[config.mk]
export PLATFORM = sky130hd
export DESIGN_NAME = dro_bank_flat
export DESIGN_NICKNAME = d
export VERILOG_FILES = /design/src/rtl/dro_bank_if.sv /design/src/rtl/dro_bank.sv /design/src/flat_wrapper.sv
export SDC_FILE = /design/constraint.sdc
export NUM_CORES = 1
export LEC_CHECK = 0
export CAP_MARGIN = 25
export CORE_MARGIN = 4
export CORE_UTILIZATION = 51
export CTS_CLUSTER_DIAMETER = 80
export DETAILED_ROUTE_END_ITERATION = 8
export PLACE_DENSITY_LB_ADDON = 0.3
export SLEW_MARGIN = 20
export SYNTH_ARGS = -nofsm -noshare
export SYNTH_HDL_FRONTEND = slang
export SYNTH_SLANG_ARGS = --single-unit
[constraint.sdc]
create_clock -name clk -period 1.3 [get_ports clk]
set_input_delay 0.325 -clock clk [delete_from_list [all_inputs] [get_ports clk]]
set_output_delay 0.325 -clock clk [all_outputs]
set_load 0.01 [all_outputs]
[src/rtl/dro_bank_if.sv]
// dro_bank_if: pulse/flag bundle between a driver (master) and a dro_bank (slave).
//   set        : per-lane toggle-encoded set pulses
//   readout    : shared toggle-encoded readout pulse
//   flag_clear : level, clears sticky flags on the edge where it is high
//   out        : per-lane toggle-encoded output pulses
//   count      : per-lane stored quanta, lane i at [i*CW +: CW]
//   overflow   : sticky, set arrived at a full lane
//   violation  : sticky, readout too soon after a set on the lane
interface dro_bank_if #(
  parameter int CHANNELS = 4,
  parameter int CW       = 1
);
  logic [CHANNELS-1:0]    set;
  logic                   readout;
  logic                   flag_clear;
  logic [CHANNELS-1:0]    out;
  logic [CHANNELS*CW-1:0] count;
  logic [CHANNELS-1:0]    overflow;
  logic [CHANNELS-1:0]    violation;

  modport master (
    output set, readout, flag_clear,
    input  out, count, overflow, violation
  );

  modport slave (
    input  set, readout, flag_clear,
    output out, count, overflow, violation
  );
endinterface

[src/rtl/dro_bank.sv]
// dro_bank: CHANNELS destructive/non-destructive readout storage lanes for
// toggle-encoded SFQ-style pulse models.
//   clk : rising-edge clock
//   rst : asynchronous active-high reset
//   bus : dro_bank_if slave (set/readout/flag_clear in; out/count/flags out)
// Each lane stores up to DEPTH quanta. A readout pulse with quanta stored
// toggles out (and pops one quantum unless NDRO). A set pulse arriving too
// soon before a readout (HOLD_CYCLES) raises a sticky violation flag.
module dro_bank #(
  parameter int CHANNELS    = 4,
  parameter int DEPTH       = 1,
  parameter int NDRO        = 0,
  parameter int HOLD_CYCLES = 2,
  localparam int CW         = $clog2(DEPTH + 1)
) (
  input logic         clk,
  input logic         rst,
  dro_bank_if.slave   bus
);

  localparam int TW = (HOLD_CYCLES > 0) ? $clog2(HOLD_CYCLES + 1) : 1;

  // Bit CHANNELS carries the shared readout, bits below it the set lanes.
  logic [CHANNELS:0]               in_q, prev_q, pulse;
  logic                            arm;
  logic                            rd;
  logic [CHANNELS-1:0]             st;
  logic [CHANNELS-1:0][CW-1:0]     cnt_q, cnt_d;
  logic [CHANNELS-1:0]             out_q, out_d;
  logic [CHANNELS-1:0]             ovf_q, ovf_d;
  logic [CHANNELS-1:0]             vio_q, vio_d;
  logic [CHANNELS-1:0]             hold_vio;

  // Pulses are suppressed until the first post-reset edge has captured the
  // live input levels, so a level held through reset is not seen as a pulse.
  assign pulse = arm ? (in_q ^ prev_q) : '0;
  assign rd    = pulse[CHANNELS];
  assign st    = pulse[CHANNELS-1:0];

  always_comb begin
    logic [CW-1:0] c_rd;
    cnt_d = cnt_q;
    out_d = out_q;
    // A new event in the same cycle as flag_clear leaves the flag set.
    ovf_d = ovf_q & ~{CHANNELS{bus.flag_clear}};
    vio_d = (vio_q & ~{CHANNELS{bus.flag_clear}}) | hold_vio;
    for (int i = 0; i < CHANNELS; i++) begin
      // Readout is evaluated on the pre-set count.
      c_rd = cnt_q[i];
      if (rd && (cnt_q[i] != '0)) begin
        out_d[i] = ~out_q[i];
        if (NDRO == 0) c_rd = cnt_q[i] - CW'(1);
      end
      cnt_d[i] = c_rd;
      if (st[i]) begin
        if (c_rd < CW'(DEPTH)) cnt_d[i] = c_rd + CW'(1);
        else                   ovf_d[i] = 1'b1;
      end
    end
  end

  // NOTE: state registers use non-blocking assignments so every register
  // samples pre-edge values regardless of statement order.
  always_ff @(posedge clk or posedge rst) begin
    if (rst) begin
      in_q   <= '0;
      prev_q <= '0;
      arm    <= 1'b0;
      cnt_q  <= '0;
      out_q  <= '0;
      ovf_q  <= '0;
      vio_q  <= '0;
    end else begin
      in_q   <= {bus.readout, bus.set};
      prev_q <= arm ? in_q : {bus.readout, bus.set};
      arm    <= 1'b1;
      cnt_q  <= cnt_d;
      out_q  <= out_d;
      ovf_q  <= ovf_d;
      vio_q  <= vio_d;
    end
  end

  generate
    if (HOLD_CYCLES > 0) begin : g_hold
      logic [CHANNELS-1:0][TW-1:0] tmr_q, tmr_d;
      always_comb begin
        logic [TW-1:0] t_post;
        tmr_d    = tmr_q;
        hold_vio = '0;
        for (int i = 0; i < CHANNELS; i++) begin
          // A set in this cycle restarts the timer before the readout test.
          t_post = st[i] ? '0 : tmr_q[i];
          if (rd && (t_post < TW'(HOLD_CYCLES))) hold_vio[i] = 1'b1;
          tmr_d[i] = (t_post < TW'(HOLD_CYCLES)) ? t_post + TW'(1) : t_post;
        end
      end
      always_ff @(posedge clk or posedge rst) begin
        if (rst) tmr_q <= {CHANNELS{TW'(HOLD_CYCLES)}};
        else     tmr_q <= tmr_d;
      end
    end else begin : g_no_hold
      assign hold_vio = '0;
    end
  endgenerate

  assign bus.out       = out_q;
  assign bus.count     = cnt_q;
  assign bus.overflow  = ovf_q;
  assign bus.violation = vio_q;

endmodule
[src/flat_wrapper.sv]
// flat-port wrapper written by rule: the top's interface ports become plain ports
module dro_bank_flat 
#(
  parameter int CHANNELS    = 4,
  parameter int DEPTH       = 1,
  parameter int NDRO        = 0,
  parameter int HOLD_CYCLES = 2,
  localparam int CW         = $clog2(DEPTH + 1)
)
  (clk, rst, bus_set, bus_readout, bus_flag_clear, bus_out, bus_count, bus_overflow, bus_violation);
  dro_bank_if #(.CHANNELS(CHANNELS)) bus_i ();
  input logic clk;
  input logic rst;
  input wire logic [$bits(bus_i.set)-1:0] bus_set;
  input wire logic [$bits(bus_i.readout)-1:0] bus_readout;
  input wire logic [$bits(bus_i.flag_clear)-1:0] bus_flag_clear;
  output wire logic [$bits(bus_i.out)-1:0] bus_out;
  output wire logic [$bits(bus_i.count)-1:0] bus_count;
  output wire logic [$bits(bus_i.overflow)-1:0] bus_overflow;
  output wire logic [$bits(bus_i.violation)-1:0] bus_violation;
  assign bus_i.set = bus_set;
  assign bus_i.readout = bus_readout;
  assign bus_i.flag_clear = bus_flag_clear;
  assign bus_out = bus_i.out;
  assign bus_count = bus_i.count;
  assign bus_overflow = bus_i.overflow;
  assign bus_violation = bus_i.violation;
  dro_bank #(.CHANNELS(CHANNELS), .DEPTH(DEPTH), .NDRO(NDRO), .HOLD_CYCLES(HOLD_CYCLES)) u_core (.clk(clk), .rst(rst), .bus(bus_i));
endmodule
== Word-level counts from Yosys, hierarchy flattened ==
Index checks and enable logic that the tools add are counted.

* Add/sub/neg operators: 12
* $mul: 0
* Div/mod/pow operators: 0
* $lt $le $gt $ge: 8
* Eq/ne operators: 0
* Shift operators: 0
* Mux-type cells: 34
* Bitwise gates (word level): 9
* Reductions and logical operators: 8

{| class="wikitable"
|+ Operators with widths
! kind !! count
|-
| two-way mux 1 bit || 24
|-
| two-way mux 2 bit || 8
|-
| two-way mux 5 bit || 2
|-
| adder 2 x 1 -> 2 bit, second input constant || 4
|-
| AND 4 bit || 2
|-
| logical AND 1 bit || 8
|-
| less-than comparator 2 bit, second input constant || 4
|-
| XOR 5 bit || 1
|-
| adder 1 bit, second input constant || 4
|-
| less-than comparator 1 bit, second input constant || 4
|-
| inverter 1 bit || 4
|-
| inverter 4 bit || 1
|-
| bitwise OR 4 bit || 1
|-
| subtractor 1 bit, second input constant || 4
|}

* Register bits after elaboration: 35
* Bits in latches: 0
* Bits in writable memories: 0
* Memory bits (read-only): 0
* Output and inout bits: 16
* Word-level logic and storage cells: 88
* Memories kept: 0

== Depth between registers and ports, before layout ==
* Depth in word-level cells: 7
* Depth in mapped cells: 5
* Depth with buffers taken out: 5

== Worst setup path before layout ==
No wires, ideal clock.

* Path kind: register -> register
* Start point: register u_core.arm
* End point: register u_core.g_hold.tmr_q[0] (netlist bit)
* Data arrival time: 1.022 ns
* Required time: 1.187 ns
* Path slack: 0.165 ns
* Stages on the path, launching flop included: 6
* Path buffers: 1
* Period minus slack after synthesis: 1.135 ns
* Cell sequence: dfrtp_1 > buf_6 > nand2_1 > nand2_1 > ha_1 > inv_1

{| class="wikitable"
|+ RTL lines
! element !! RTL line !! source
|-
| start: declaration || dro_bank.sv:25 || <nowiki>logic arm;</nowiki>
|-
| start signal: assignment || dro_bank.sv:68 || <nowiki>arm <= 1'b0;</nowiki>
|-
| start signal: assignment || dro_bank.sv:76 || <nowiki>arm <= 1'b1;</nowiki>
|-
| end signal: assignment || dro_bank.sv:99 || <nowiki>if (rst) tmr_q <= {CHANNELS{TW'(HOLD_CYCLES)}};</nowiki>
|-
| end signal: assignment || dro_bank.sv:100 || <nowiki>else tmr_q <= tmr_d;</nowiki>
|-
| end: declaration || dro_bank.sv:86 || <nowiki>logic [CHANNELS-1:0][TW-1:0] tmr_q, tmr_d;</nowiki>
|}

==> out/qor.csv <==
stage;metric;value;unit
outcome;status;finished clean;
drt;total number of vias;946;
setup_path;CP max-delay cell;dfrtp_1;
layout;layout cells sized above 1;30.36;%
setup_path;kind of critical path;reg -> reg;
logic_synthesis;#FFs+latches synth;35;
cts;Worst-Skew Late Latency;0.34;ns
pwr;Power Dens Cells;1883;nW/um^2
floorplan;Ports;24;
layout;Net count, final;179;
floorplan;Initial Util;54.91;%
global_route;largest net degree at the start of global routing;36;
global_route;total congestion overflow;0;
cts;Worst-path clk slew;0.11;ns
global_route;first-pass GRT wire length;4471;microns
placed_design;IO Port Bufs;23;
placed_design;dpl cell area;1715;sq um
drt;initial drt markers;30;
drt;aggregate routed wire length;2629;microns
timing;final setup TNS;0;ns
cts;maximum level of the CTS H-tree;2;
global_route;GRT Total Usage;17.45;%
logic_synthesis;mapped cell area;1385;sq um
floorplan;Core Region;2522;sq um
layout;synthesis-to-finish area growth;31.35;%
cts;CTS tree;yes;
placed_design;pre-CTS setup slack;0.07432;ns
logic_synthesis;Mapped Cells;124;
timing;max frequency;0.8211;GHz
hold_path;min-delay worst type;in -> async;
timing;Final Hold Fails;0;
logic_synthesis;Synthesis Warnings;0;
logic_synthesis;Mapped Nets;136;
setup_path;CP Cell Sequence;xnor2_4 > nor2b_1 > o21ai_0;
drt;WL per Instance;13.28;microns
logic_synthesis;post-synth cell types;16;
floorplan;FP Rows;18;
placed_design;post-DP HPWL;1736;microns
logic_synthesis;sequential share of the synthesized area;63.60;%
timing;min Tclk post-route;1.218;ns
flow_run;Max-cap violations;0;
cts;TritonCTS Buffers;5;
drt;vias per cell;4.778;
logic_synthesis;Syn Area/Cell;11.17;sq um
cts;clk sink count;35;
placed_design;RePlAce Congestion;0.7130;
drt;Pre-antenna DRT Iters;4;
drt;residual DRC count;0;
floorplan;Chip Width;60.12;microns
setup_path;CP Max Fanout;7;
layout;design area;1819;sq um
timing;period utilisation layout;93.68;%
timing;RSZ-0062 raised after global routing;no;
floorplan;die area;3614;sq um
global_route;vias in the first global route;968;
setup_path;nature of the critical path endpoint;flop;
setup_path;WP data arrival;1.43;ns
timing;final setup fails;0;
setup_path;critical path's largest stage delay;0.44;ns
timing;fin. max-slew vios;0;
pwr;overall power;3.426;mW
drt;ANT nets after route;0;
cts;Clk Tree Root Cell;clkbuf_4;
layout;FILL cells;198;
layout;final core occ;72.12;%
setup_path;required time at the worst-slack endpoint;1.51;ns
pwr;Max VDD drop;1349;uV
floorplan;die height;60.12;microns
global_route;antenna violations before repair;0;
cts;clock tree buffer depth;2;
pwr;leak pwr;0.9617;nW
timing;Layout Skew;0.008818;ns
layout;diode count;0;
setup_path;CP startpoint kind;flop;
timing;Setup WS post-layout;0.08214;ns
## path summary, 6_finish.rpt
path	startpoint	end	slack, ns	cells after the start
max	u_core.prev_q[4]	u_core.bus.count[2]	0.08	3
min	rst	u_core.bus.out[0]	0.32	3
max reg2reg	u_core.prev_q[4]	u_core.bus.count[2]	0.08	3
min reg2reg	u_core.bus.violation[3]	u_core.bus.violation[3]	0.54	2
max in group asynchronous	rst	u_core.g_hold.tmr_q[1]	0.73	3
min in group clk	bus_set[0]	u_core.in_q[0]	0.44	1
## placed cells by master (no fill, tap or decap), types with 7 or more instances in the layout
cell type | Yosys | final
buf_2 | 0 | 8
clkdlybuf4s50_1 | 0 | 7
xor2_1 | 8 | 7
nand2_1 | 21 | 21
o22ai_1 | 8 | 8
clkbuf_2 | 0 | 8
dfrtp_1 | 31 | 31
buf_4 | 0 | 13
inv_1 | 25 | 25
nor2_1 | 8 | 8
## stage by stage
step	cells	hold slack, ns
after detailed placement	182	0.4631
after floorplan	124	0.3564
after global placement	182	0.4526
after global routing	198	0.3346
final	198	0.3179
after CTS	197	0.3102
## layout make-up
type / count / area, sq um / area share [%]
sequential: 35 / 880.8 / 48.42
clock inverter: 3 / 67.56 / 3.714
multi-input combinational: 62 / 414.1 / 22.76
timing repair buffer: 38 / 287.8 / 15.82
inverter: 25 / 93.84 / 5.158
tap: 30 / 37.54 / 2.063
clock buffer: 5 / 37.54 / 2.063
## registers in the layout, indices dropped and copies added (netlist names)
| signal | cells |
|---|---|
| u_core.bus.out | 4 |
| u_core.bus.overflow | 4 |
| u_core.bus.count | 4 |
| u_core.in_q | 5 |
| u_core.prev_q | 5 |
| u_core.arm | 1 |
| u_core.g_hold.tmr_q | 8 |
| u_core.bus.violation | 4 |
## Yosys cell counts
| cell | count | area, sq um |
|---|---|---|
| buf_6 | 1 | 11.26 |
| nand2b_4 | 1 | 13.76 |
| conb_1 | 1 | 3.750 |
| nor2b_1 | 1 | 6.260 |
| mux2_2 | 5 | 56.30 |
| dfrtp_1 | 31 | 775.7 |
| o22ai_1 | 8 | 50.05 |
| xor2_1 | 8 | 70.07 |
| inv_1 | 25 | 93.84 |
| ha_1 | 4 | 50.05 |
| buf_1 | 1 | 3.750 |
| nand2_1 | 21 | 78.83 |
| nor2_1 | 8 | 30.03 |
| xnor2_2 | 1 | 16.27 |
| o21ai_0 | 4 | 20.02 |
| dfstp_2 | 4 | 105.1 |
## report_power, final
group	total, mW	internal [mW]	switching, mW
logic	0.915	0.456	0.459
clock network	0.976	0.598	0.378
registers	1.54	1.40	0.131
## worst max-delay path: cells and delay by family, from the launching register on
kind / cells / cell delay (ns)
xor+xnor: 1 / 0.19
compound gates: 1 / 0.14
flops: 1 / 0.44
simple gates: 1 / 0.33
## cell families after synthesis
family                   Yosys count  share of synthesized area (%)
flip-flops                        35                          63.59
AND/OR/NAND/NOR                   31                          9.305
buffers and inverters             27                          7.859
AO/OA/AOI/OAI                     12                          5.059
XOR/XNOR                           9                          6.234
multiplexers                       5                          4.065
adder cells (fa/ha/maj)            4                          3.614
other                              1                         0.2707
## what timing repair did
| action | in CTS | in global routing |
|---|---|---|
| buffers inserted | 7 | 1 |
| pin swaps | 0 | 0 |
| setup endpoints to repair | 16 | 13 |
| resized for setup | 45 | 13 |
| hold buffers | 0 | 0 |
## metal layers
metal | GRT usage, % | vias up | routed length, microns
li1 | - | 462 | -
met1 | 20.67 | 454 | 1096
met2 | 29.32 | 23 | 1335
met3 | 4.968 | 7 | 144
met4 | 7.595 | 0 | 52
met5 | 0 | - | 0
Power figures use the tool's default switching activity.
